===== src/rtl/bubdeser_pkg.sv =====
`default_nettype none
// +----------------------------------------------------------------------+
// | bubdeser_pkg : shared types and constants for the bubble deserialiser |
// | Rev 1.0                                                              |
// +----------------------------------------------------------------------+
package bubdeser_pkg;

  typedef enum logic [1:0] {
    ST_IDLE    = 2'd0,
    ST_HUNT    = 2'd1,
    ST_COLLECT = 2'd2,
    ST_DONE    = 2'd3
  } state_e;

  localparam logic [15:0] CRC_POLY          = 16'h1021;
  localparam logic [15:0] CRC_INIT          = 16'hFFFF;
  localparam logic [7:0]  SYNC_BYTE_DEFAULT = 8'h55;

endpackage
`default_nettype wire


===== src/rtl/mdl_bubcrc16.sv =====
`default_nettype none
// +----------------------------------------------------------------------+
// | mdl_bubcrc16 : bit-serial CRC-16-CCITT, MSB-first, with look-ahead    |
// |                residue-zero flag for the bit being presented now     |
// | Rev 1.0                                                              |
// +----------------------------------------------------------------------+
module mdl_bubcrc16
  import bubdeser_pkg::*;
(
  input  logic clk,
  input  logic rst,
  input  logic i_init,
  input  logic i_en,
  input  logic i_bit,
  output logic o_next_zero
);

  logic [15:0] r_crc_q;
  logic [15:0] w_crc_d;
  logic [15:0] w_crc_step;

  always_comb begin
    w_crc_step = {r_crc_q[14:0], 1'b0} ^ ((r_crc_q[15] ^ i_bit) ? CRC_POLY : 16'h0000);
    w_crc_d    = r_crc_q;
    if (i_init) begin
      w_crc_d = CRC_INIT;
    end else if (i_en) begin
      w_crc_d = w_crc_step;
    end
  end

  // Lets the caller judge the residue on the same edge that accepts the last bit.
  assign o_next_zero = (w_crc_step == 16'h0000);

  always_ff @(posedge clk) begin
    if (rst) begin
      r_crc_q <= CRC_INIT;
    end else begin
      r_crc_q <= w_crc_d;
    end
  end

endmodule
`default_nettype wire


===== src/rtl/mdl_bubdeser.sv =====
`default_nettype none
// +----------------------------------------------------------------------+
// | mdl_bubdeser : sync-hunting MSB-first byte deserialiser for the       |
// |                bubble read stream. CRC check under MDL_BUBDESER_CRC_EN |
// | Rev 1.0                                                              |
// +----------------------------------------------------------------------+
module mdl_bubdeser
  import bubdeser_pkg::*;
#(
  parameter int          PAGE_BYTES = 130,
  parameter int          ADDR_W     = 8,
  parameter logic [7:0]  SYNC_BYTE  = SYNC_BYTE_DEFAULT
) (
  input  logic              i_MCLK,
  input  logic              i_SYS_RST,
  input  logic              i_CLK2M_PCEN_n,
  input  logic              i_BITSTB_n,
  input  logic              i_BDI,
  input  logic              i_BDI_EN,
  input  logic              i_PAGE_START,
  output logic [7:0]        o_BYTE,
  output logic              o_BYTE_VLD,
  output logic [ADDR_W-1:0] o_BYTE_ADDR,
  output logic              o_PAGE_DONE,
  output logic              o_ABORT,
  output logic              o_CRC_ERR,
  output logic              o_BUSY
);

  localparam logic [ADDR_W-1:0] c_LAST_ADDR = ADDR_W'(PAGE_BYTES - 1);

  state_e            r_state_q, w_state_d;
  logic [6:0]        r_sr_q, w_sr_d;
  logic [2:0]        r_bitcnt_q, w_bitcnt_d;
  logic [ADDR_W-1:0] r_addr_q, w_addr_d;
  logic [7:0]        r_byte_q, w_byte_d;
  logic              r_vld_q, w_vld_d;
  logic [ADDR_W-1:0] r_byte_addr_q, w_byte_addr_d;
  logic              r_done_q, w_done_d;
  logic              r_abort_q, w_abort_d;

  logic              w_acc;
  logic              w_drop;
  logic [7:0]        w_shift;
  logic              w_last_bit;
  logic              w_final;

  // Only seven history bits are stored; the eighth is always the live i_BDI.
  assign w_shift    = {r_sr_q, i_BDI};
  assign w_acc      = ~i_CLK2M_PCEN_n & ~i_BITSTB_n & i_BDI_EN;
  assign w_drop     = ~i_CLK2M_PCEN_n & ~i_BDI_EN;
  assign w_last_bit = w_acc & ~i_PAGE_START & (r_state_q == ST_COLLECT) & (r_bitcnt_q == 3'd7);
  assign w_final    = w_last_bit & (r_addr_q == c_LAST_ADDR);

  always_comb begin
    w_state_d     = r_state_q;
    w_sr_d        = r_sr_q;
    w_bitcnt_d    = r_bitcnt_q;
    w_addr_d      = r_addr_q;
    w_byte_d      = r_byte_q;
    w_vld_d       = 1'b0;
    w_byte_addr_d = r_byte_addr_q;
    w_done_d      = r_done_q;
    w_abort_d     = 1'b0;

    if (i_PAGE_START) begin
      w_state_d  = ST_HUNT;
      w_sr_d     = 7'd0;
      w_bitcnt_d = 3'd0;
      w_addr_d   = '0;
      w_done_d   = 1'b0;
    end else begin
      case (r_state_q)
        ST_HUNT: begin
          if (w_drop) begin
            w_state_d = ST_IDLE;
            w_abort_d = 1'b1;
          end else if (w_acc) begin
            w_sr_d = w_shift[6:0];
            if (w_shift == SYNC_BYTE) begin
              w_state_d  = ST_COLLECT;
              w_bitcnt_d = 3'd0;
              w_addr_d   = '0;
            end
          end
        end
        ST_COLLECT: begin
          if (w_drop) begin
            w_state_d = ST_IDLE;
            w_abort_d = 1'b1;
          end else if (w_acc) begin
            w_sr_d     = w_shift[6:0];
            w_bitcnt_d = r_bitcnt_q + 3'd1;
            if (w_last_bit) begin
              w_byte_d      = w_shift;
              w_vld_d       = 1'b1;
              w_byte_addr_d = r_addr_q;
              if (w_final) begin
                w_state_d = ST_DONE;
                w_done_d  = 1'b1;
              end else begin
                w_addr_d = r_addr_q + ADDR_W'(1);
              end
            end
          end
        end
        default: begin
        end
      endcase
    end
  end

  always_ff @(posedge i_MCLK) begin
    if (i_SYS_RST) begin
      r_state_q     <= ST_IDLE;
      r_sr_q        <= 7'd0;
      r_bitcnt_q    <= 3'd0;
      r_addr_q      <= '0;
      r_byte_q      <= 8'd0;
      r_vld_q       <= 1'b0;
      r_byte_addr_q <= '0;
      r_done_q      <= 1'b0;
      r_abort_q     <= 1'b0;
    end else begin
      r_state_q     <= w_state_d;
      r_sr_q        <= w_sr_d;
      r_bitcnt_q    <= w_bitcnt_d;
      r_addr_q      <= w_addr_d;
      r_byte_q      <= w_byte_d;
      r_vld_q       <= w_vld_d;
      r_byte_addr_q <= w_byte_addr_d;
      r_done_q      <= w_done_d;
      r_abort_q     <= w_abort_d;
    end
  end

`ifdef MDL_BUBDESER_CRC_EN
  logic w_crc_init;
  logic w_crc_en;
  logic w_crc_zero;
  logic r_crc_err_q, w_crc_err_d;

  // Held at init throughout HUNT so COLLECT always starts from a fresh value.
  assign w_crc_init = i_PAGE_START | (r_state_q == ST_HUNT);
  assign w_crc_en   = w_acc & (r_state_q == ST_COLLECT);

  mdl_bubcrc16 u_crc (
    .clk         (i_MCLK),
    .rst         (i_SYS_RST),
    .i_init      (w_crc_init),
    .i_en        (w_crc_en),
    .i_bit       (i_BDI),
    .o_next_zero (w_crc_zero)
  );

  always_comb begin
    w_crc_err_d = r_crc_err_q;
    if (w_final) begin
      w_crc_err_d = ~w_crc_zero;
    end
  end

  always_ff @(posedge i_MCLK) begin
    if (i_SYS_RST) begin
      r_crc_err_q <= 1'b0;
    end else begin
      r_crc_err_q <= w_crc_err_d;
    end
  end

  assign o_CRC_ERR = r_crc_err_q;
`else
  assign o_CRC_ERR = 1'b0;
`endif

  assign o_BYTE      = r_byte_q;
  assign o_BYTE_VLD  = r_vld_q;
  assign o_BYTE_ADDR = r_byte_addr_q;
  assign o_PAGE_DONE = r_done_q;
  assign o_ABORT     = r_abort_q;
  assign o_BUSY      = (r_state_q == ST_HUNT) || (r_state_q == ST_COLLECT);

endmodule
`default_nettype wire


===== config.mk =====
export PLATFORM = sky130hd
export DESIGN_NAME = mdl_bubdeser
export DESIGN_NICKNAME = d
export VERILOG_FILES = /design/src/rtl/bubdeser_pkg.sv /design/src/rtl/mdl_bubcrc16.sv /design/src/rtl/mdl_bubdeser.sv
export SDC_FILE = /design/constraint.sdc
export NUM_CORES = 1
export LEC_CHECK = 0
export CAP_MARGIN = 20
export CORE_ASPECT_RATIO = 1.25
export CORE_MARGIN = 2
export CORE_UTILIZATION = 25
export CTS_BUF_LIST = sky130_fd_sc_hd__clkbuf_8
export DETAILED_ROUTE_END_ITERATION = 6
export SLEW_MARGIN = 20
export SYNTH_ARGS = -nofsm -noshare
export SYNTH_HDL_FRONTEND = slang
export SYNTH_SLANG_ARGS = --single-unit
export TNS_END_PERCENT = 30

===== constraint.sdc =====
create_clock -name i_MCLK -period 2.07 [get_ports i_MCLK]
set_input_delay 0.207 -clock i_MCLK [delete_from_list [all_inputs] [get_ports i_MCLK]]
set_output_delay 0.207 -clock i_MCLK [all_outputs]
set_load 0.02 [all_outputs]

Yosys cells after proc, flatten, opt, wreduce, memory -nomap -nowiden
Cells that the tools add are included.
{"block": "totals", "ff_bits": 39, "in_bits": 7, "out_inout_bits": 21, "elab_cells": 88}
{"block": "op_classes", "add_sub_neg": 2, "eq_ne": 22, "n_mux": 25, "bitwise_logic": 15, "n_reduce_logical": 14}
{"operator": "8-bit two-way mux", "count": 7}
{"operator": "4-bit != test (second input constant)", "count": 5}
{"operator": "6-bit AND reduction", "count": 3}
{"operator": "8-bit case mux with 2 select lines", "count": 1}
{"operator": "3-bit two-way mux", "count": 5}
{"operator": "3-bit != test (second input constant)", "count": 5}
{"operator": "2-bit two-way mux", "count": 7}
{"operator": "2-bit != test (second input constant)", "count": 7}
{"operator": "5-bit AND reduction", "count": 2}
{"operator": "8-bit by 1-bit adder with 8-bit output (second input constant)", "count": 1}
{"operator": "8-bit by 7-bit == test with 1-bit output (second input constant)", "count": 1}
{"operator": "8-bit == test (second input constant)", "count": 1}
{"operator": "1-bit inverter", "count": 8}
{"operator": "8-bit AND reduction", "count": 1}
{"operator": "1-bit AND", "count": 7}
{"operator": "3-bit case mux with 2 select lines", "count": 1}
{"operator": "5-bit OR reduction", "count": 1}
{"operator": "2-bit case mux with 2 select lines", "count": 1}
{"operator": "2-bit OR reduction", "count": 2}
{"operator": "3-bit by 1-bit adder with 3-bit output (second input constant)", "count": 1}
{"operator": "3-bit == test (second input constant)", "count": 1}
{"operator": "1-bit two-way mux", "count": 3}
{"operator": "3-bit AND reduction", "count": 1}
{"operator": "3-bit nonzero test", "count": 1}
{"operator": "5 further kinds", "count": 5}

Logic depth before layout (Yosys ltp)
Gate-level depths: netlist of the first run.
{"block": "logic_depth", "word_depth": 13, "depth_mapped": 8, "ltp_nobuf": 6}

Worst setup path after synthesis of the first run
Ideal clock, no wire load.
{"block": "synth_timing", "path_kind": "reg-to-reg", "start": "register r_bitcnt_q[0]", "end": "register r_state_q[0]", "setup_ns": 0.086, "t_arrival_ns": 1.776, "slack_ns": 0.208, "path_stages_with_launch": 7, "cell_sequence": "dfxtp_1 > ha_1 > ha_1 > nand3b_1 > nor4_4 > or4b_1 > a221oi_2"}
{"block": "synth_between", "elab_chain_len": 5, "elab_cells_between_ends": 6, "classes_between": "3 x eq/ne; 2 x bitwise; 1 x reduce/logical"}
{"element": "from (decl)", "line": "mdl_bubdeser.sv:34", "source": "logic [2:0] r_bitcnt_q, w_bitcnt_d;"}
{"element": "from (signal assigned)", "line": "mdl_bubdeser.sv:127", "source": "r_bitcnt_q <= w_bitcnt_d;"}
{"element": "3-bit == test *", "line": "mdl_bubdeser.sv:52", "source": "assign w_last_bit = w_acc & ~i_PAGE_START & (r_state_q == ST_COLLECT) & (r_bitcnt_q == 3'd7);"}
{"element": "1-bit AND *", "line": "mdl_bubdeser.sv:52"}
{"element": "1-bit AND", "line": "mdl_bubdeser.sv:53", "source": "assign w_final = w_last_bit & (r_addr_q == c_LAST_ADDR);"}
{"element": "4-bit != test (no line)"}
{"element": "6-bit AND reduction (no line) *"}
{"element": "to (signal assigned)", "line": "mdl_bubdeser.sv:125", "source": "r_state_q <= w_state_d;"}
{"element": "to (decl)", "line": "mdl_bubdeser.sv:32", "source": "state_e r_state_q, w_state_d;"}
Mark *: on every way between the ends. The rest lies on a longest branch, timed or not.
A chain may end at the register's enable or synchronous reset.

Final worst setup path of the first run
Same ends and word-level chain as after synthesis.

==> results of run 1 <==
-- cells by family after synthesis --
family	Yosys count	share of synthesized area (%)
muxes	7	3.94
buffers and inverters	17	3.94
other	1	0.211
DFF	39	43.9
adders and majority gates	6	4.22
AOI/OAI and AO/OA	48	16.6
and+or+nand+nor	97	27.2
-- tightest hold or removal path, stage by stage, from the launching register on --
cell	delay, ns
dfxtp_1	0.31
nand2_1	0.05
a21oi_1	0.05
-- worst min path at each step --
stage                                       from                     end  slack, ns  cells past startpoint
after floorplan                            i_BDI  o_BYTE[0]$_SDFFE_PP0P_       0.34                      2
after global placement    o_BYTE[3]$_SDFFE_PP0P_  o_BYTE[3]$_SDFFE_PP0P_       0.44                      2
after detailed placement  o_BYTE[3]$_SDFFE_PP0P_  o_BYTE[3]$_SDFFE_PP0P_       0.45                      2
after CTS                 o_BYTE[3]$_SDFFE_PP0P_  o_BYTE[3]$_SDFFE_PP0P_       0.46                      2
after global routing      o_BYTE[6]$_SDFFE_PP0P_  o_BYTE[6]$_SDFFE_PP0P_       0.48                      2
final                     o_BYTE[6]$_SDFFE_PP0P_  o_BYTE[6]$_SDFFE_PP0P_       0.45                      2
-- registers in the layout, summed over array words and instances, names as in the netlist --
signal       cells
r_addr_q         8
r_bitcnt_q       3
o_BYTE           8
o_BYTE_VLD       1
o_ABORT          1
o_PAGE_DONE      1
o_BYTE_ADDR      8
r_sr_q           7
r_state_q        2
-- routing by layer --
| metal | share of wire, % | vias to the layer above | track usage (%) |
|---|---|---|---|
| li1 | - | 841 | - |
| met1 | 43 | 766 | 13.5 |
| met2 | 53 | 19 | 20.0 |
| met3 | 2.8 | 6 | 3.33 |
| met4 | 1.4 | 0 | 4.24 |
| met5 | 0 | - | 0 |
-- synth_stat cells (all sizes together) --
| cell type | n | area (µm²) |
|---|---|---|
| a211o | 3 | 26.3 |
| a21boi | 2 | 15.0 |
| a21oi | 25 | 125 |
| a221oi | 1 | 15.0 |
| a31o | 1 | 8.76 |
| a32o | 2 | 20.0 |
| a41oi | 1 | 8.76 |
| and3 | 1 | 6.26 |
| buf | 3 | 17.5 |
| clkbuf | 8 | 30.0 |
| conb | 1 | 3.75 |
| dfxtp | 39 | 781 |
| ha | 6 | 75.1 |
| inv | 6 | 22.5 |
| mux2i | 7 | 70.1 |
| nand2 | 50 | 188 |
| nand2b | 5 | 31.3 |
| nand3 | 4 | 20.0 |
| nand3b | 1 | 7.51 |
| nand4 | 2 | 12.5 |
| nand4bb | 1 | 11.3 |
| nor2 | 11 | 41.3 |
| nor2b | 2 | 12.5 |
| nor3 | 4 | 20.0 |
| nor3b | 1 | 7.51 |
| nor4 | 6 | 52.6 |
| nor4bb | 2 | 20.0 |
| o211ai | 1 | 7.51 |
| o21a | 1 | 7.51 |
| o21ai | 9 | 45.0 |
| o2bb2ai | 1 | 8.76 |
| o31ai | 1 | 7.51 |
| or2 | 2 | 12.5 |
| or3 | 2 | 12.5 |
| or3b | 1 | 11.3 |
| or4 | 1 | 7.51 |
| or4b | 1 | 10.0 |
-- area by class of cell --
class | count | area, µm²
clock buffers | 5 | 68.8
clock inverters | 3 | 43.8
fillers | 726 | 4520
inverters | 6 | 22.5
multi-input cells | 159 | 942
flip-flops and latches | 39 | 781
well taps | 90 | 113
repair buffers | 51 | 447
-- power breakdown --
| group | internal (W) | leakage [nW] | switching, W | total (W) |
|---|---|---|---|---|
| logic | 0.0000439 | 0.466 | 0.0000540 | 0.0000979 |
| clock network | 0.000359 | 0.0581 | 0.000282 | 0.000641 |
| registers | 0.000751 | 0.314 | 0.00000147 | 0.000753 |
| total | 0.00115 | 0.838 | 0.000338 | 0.00149 |
-- repair_timing --
item,in CTS,in global routing
setup buffers,0,0
gates resized for setup,1,3
endpoints found under the setup margin,1,9
-- metrics by stage --
stage	area [µm²]	setup TNS [ns]	worst slack, ns
2_1_floorplan	1780	0	0.208
3_3_place_gp	2290	-0.337	-0.0951
4_1_cts	2400	0	0.00449
3_5_place_dp	2290	-0.446	-0.126
6_report	2420	0	0.139
5_1_grt	2420	0	0.0159
==> results.py, run 1 <==
metrics = {
    "power": {
        "vdd_drop_max_mv": 0.280,
        "p_per_area_mw_per_mm2": 617,
        "p_leak_nw": 0.838,
        "finalPower_w": 0.00149,
    },
    "sta": {
        "whs_ns": 0.454,
        "max_freq_ghz": 0.518,
        "min_period_ns": 1.93,
        "setup_viol": 0,
        "maxSlewHeadroom_pct": 56.8,
        "final_max_slew_viol_count": 0,
        "worst_pin_slew_ns": 0.646,
        "rsz0062_at_grt": "false",
        "finClkSkew_ns": 0.00987,
        "period_share_pct": 93.3,
        "finalHoldViolations": 0,
    },
    "clock_network": {
        "cts_buffers": 5,
        "cts_htree_levels": 2,
        "cts_tree": "yes",
        "clk_latency_ns": 0.30,
        "cts-root-buf": "clkbuf_8",
        "cts.sinks": 39,
        "ctsHoldBuffers": 0,
        "clk_pin_slew_worst_paths_ns": 0.08,
        "cts_buffer_depth": 2,
    },
    "critical_path": {
        "path_class": "flop to flop",
        "cp_cell_sequence": "ha_1 -> ha_1 -> nand3b_1 -> nor4_4 -> or4b_1 -> a221oi_2",
        "critPathCaptureType": "flop",
        "slowest_stage": "or4b_1",
        "cp_common_cell": "ha_1",
        "r2r_setup_slack_ns": 0.14,
        "cp_data_required_time_ns": 2.29,
        "r2r_end": "r_state_q[0]$_SDFFE_PP0P_",
        "ff2ff_path_depth": 6,
        "cp_data_arrival_time_ns": 2.15,
        "path_depth": 6,
        "crit_fanout": 3,
        "crit_start": "r_bitcnt_q[0]$_SDFFE_PP0P_",
        "path_delay_family": "simple AND/OR/NAND/NOR gates",
        "worst-path-buf-inv": 0,
        "start_kind": "flop",
        "max_stage_delay_ns": 0.48,
        "r2r-start": "r_bitcnt_q[0]$_SDFFE_PP0P_",
        "crit_end": "r_state_q[0]$_SDFFE_PP0P_",
    },
    "layout": {
        "drive_above_1_share_pct": 15.2,
        "fin_util_pct": 34.9,
        "diodes": 0,
        "final_cell_mix": "50 x nand2_1, 39 x dfxtp_1, 25 x a21oi_1, 25 x clkdlybuf4s50_1, 25 x buf_4",
        "area_growth_syn_to_layout_pct": 35.9,
        "final_cells": 353,
        "layout.nets": 275,
        "final_common_cell": "nand2_1",
    },
    "synthesis": {
        "syn_nets": 228,
        "synth_seq_area_share_pct": 43.9,
        "syn_avg_cell_area_um2": 8.28,
        "synthCells": 215,
        "ys_warn_count": 0,
        "ys_types": 40,
        "synth_seq_cells": 39,
        "syn_area_mm2": 0.00178,
    },
    "routing": {
        "drc": 0,
        "postRouteAntennaNets": 0,
        "wl_um": 4230,
        "vias": 1632,
        "first_pass_iters": 4,
        "viasPerCell": 4.62,
        "routedWlPerCell_um": 12.0,
        "first_iter_violations": 56,
    },
    "die": {
        "core_area_mm2": 0.00693,
        "io_pins": 28,
        "die_y_um": 98.3,
        "num_rows": 34,
        "start_util_pct": 25.7,
        "die_w_um": 79.5,
        "die_area_mm2": 0.00781,
    },
    "placement": {
        "dp_hpwl_um": 3210,
        "place_inst": 345,
        "gp_congestion": 0.827,
        "io_buffers": 26,
    },
    "global_route": {
        "grt_pass1_vias": 1560,
        "grt_max_degree": 17,
        "grtUsageTotal_pct": 11.6,
        "antenna_found_initial": 0,
        "grt_pass1_wl_um": 7130,
        "overflow": 0,
    },
    "status": {
        "status": "completed",
    },
    "hold_path": {
        "hp-class": "flop to flop",
    },
    "job": {
        "maxCapViolCount": 0,
    },
}
No activity file was read; power rests on OpenSTA's default activity.
==> inputs of run 2 (changes only) <==
Settings changed: CORE_UTILIZATION 25 to 35.
==> run 2 against run 1 <==
Die area down 27%. Design area fell by 1.9%. Sequential power is essentially flat. Sequential share of layout area increased by 0.61 points. Hold slack gained 0.0017 ns. Power decreased by 4.5%. Non-clock buffer count shrank 1. Wire length decreased by 0.76%. First-iteration DRC count up 73%. Worst setup slack improved by 0.023 ns. Critical endpoint is now o_BUSY.
==> results.py, run 2 (synthesis gave the netlist of run 1 again) <==
metrics = {
    "status": {
        "status": "completed",
    },
    "clock_network": {
        "cts_buffers": 5,
        "cts-root-buf": "clkbuf_8",
        "cts.sinks": 39,
        "ctsHoldBuffers": 0,
        "cts_buffer_depth": 2,
        "clk_pin_slew_worst_paths_ns": 0.08,
        "cts_tree": "yes",
        "cts_htree_levels": 2,
        "clk_latency_ns": 0.29,
    },
    "layout": {
        "final_area_mm2": 0.00237,
        "drive_above_1_share_pct": 15.3,
        "fill_cells": 494,
        "diodes": 0,
        "area_growth_syn_to_layout_pct": 33.3,
        "regArea_um2": 781,
        "layout.nets": 274,
        "final_common_cell": "nand2_1",
        "final_cell_mix": "50 x nand2_1, 39 x dfxtp_1, 26 x clkdlybuf4s50_1",
        "multiInputGateArea_um2": 947,
    },
    "global_route": {
        "grt_pass1_wl_um": 7150,
        "grtUsageTotal_pct": 16.4,
        "grt_pass1_vias": 1535,
        "antenna_found_initial": 0,
        "grt_max_degree": 17,
        "overflow": 0,
    },
    "sta": {
        "final_max_slew_viol_count": 0,
        "period_share_pct": 92.2,
        "worst_pin_slew_ns": 0.636,
        "max_freq_ghz": 0.524,
        "setup_viol": 0,
        "finClkSkew_ns": 0.00906,
        "min_period_ns": 1.91,
        "rsz0062_at_grt": "false",
        "maxSlewHeadroom_pct": 57.4,
        "finalHoldViolations": 0,
        "fin_setup_tns_ns": 0,
    },
    "routing": {
        "dr_wl_met3_um": 187,
        "routedWlPerCell_um": 12.9,
        "highest_layer": "met4",
        "postRouteAntennaNets": 0,
        "vias": 1643,
        "wl_met2_um": 2120,
        "drc": 0,
        "first_iter_violations": 97,
        "viasPerCell": 5.07,
        "first_pass_iters": 4,
        "wl_um": 4190,
        "met1_length_um": 1800,
    },
    "die": {
        "io_pins": 28,
        "start_util_pct": 35.8,
        "core_area_mm2": 0.00497,
        "die_area_mm2": 0.00567,
        "die_y_um": 83.7,
        "num_rows": 29,
        "die_w_um": 67.8,
    },
    "critical_path": {
        "cp_data_arrival_time_ns": 1.70,
        "start_kind": "flop",
        "cp_data_required_time_ns": 1.86,
        "critPathCaptureType": "primary output",
        "path_class": "flop to primary output",
        "crit_fanout": 9,
    },
    "placement": {
        "placed_area_mm2": 0.00224,
        "dp_hpwl_um": 3160,
        "io_buffers": 26,
        "gp_congestion": 0.827,
    },
    "power": {
        "vdd_drop_max_mv": 0.203,
        "p_leak_nw": 0.823,
        "p_per_area_mw_per_mm2": 601,
    },
    "job": {
        "maxCapViolCount": 0,
    },
    "hold_path": {
        "hp-class": "flop to flop",
    },
}
-- run 2: per-layer routing --
layer / track usage, % / vias up
met5: 0 / -
met1: 20.7 / 757
li1: - / 837
met3: 2.43 / 5
met4: 7.09 / 0
met2: 27.0 / 44
-- run 2: critical path: stages (launching register included) --
cell             delay (ns)
dfxtp_1                0.38
inv_1                  0.09
ha_4                   0.28
inv_1                  0.07
clkdlybuf4s50_1        0.60
-- run 2: worst paths after layout --
path / cells past startpoint / slack [ns] / endpoint / startpoint
max: 4 / 0.16 / o_BUSY / r_state_q[0]$_SDFFE_PP0P_
min: 2 / 0.46 / o_BYTE[1]$_SDFFE_PP0P_ / o_BYTE[1]$_SDFFE_PP0P_
max reg2reg: 6 / 0.19 / r_addr_q[4]$_SDFFE_PP0P_ / r_bitcnt_q[0]$_SDFFE_PP0P_
min reg2reg: 2 / 0.46 / o_BYTE[1]$_SDFFE_PP0P_ / o_BYTE[1]$_SDFFE_PP0P_
-- run 2: layout make-up --
type	count	area share, %
Multi-Input combinational cell	159	39.9
Clock inverter	1	0.316
Sequential cell	39	32.9
Timing Repair Buffer	50	18.6
Clock buffer	7	4.06
Tap cell	62	3.27
Inverter	6	0.949
-- run 2: per-stage QoR --
step | util [%] | worst slack (ns) | hold slack [ns] | total power (W) | instances
after floorplan | - | 0.208 | 0.343 | 0.000819 | 215
after global placement | 45.1 | -0.0989 | 0.442 | 0.000865 | 315
after detailed placement | 45.1 | -0.129 | 0.448 | 0.000865 | 315
after CTS | 47.2 | 0.00515 | 0.459 | 0.00144 | 323
after global routing | 47.7 | 0.0535 | 0.481 | 0.00148 | 324
final | 47.7 | 0.162 | 0.456 | 0.00142 | 324
-- run 2: repair_timing --
action                     in CTS  in global routing
resized for setup               0                  4
setup endpoints to repair       0                  5
setup buffers                   0                  1
-- run 2: power breakdown --
part	internal (W)	leakage [nW]	switching, W
clock	0.000303	0.0505	0.000271
combinational	0.0000441	0.458	0.0000536
sequential	0.000751	0.314	0.00000170
total	0.00110	0.823	0.000326
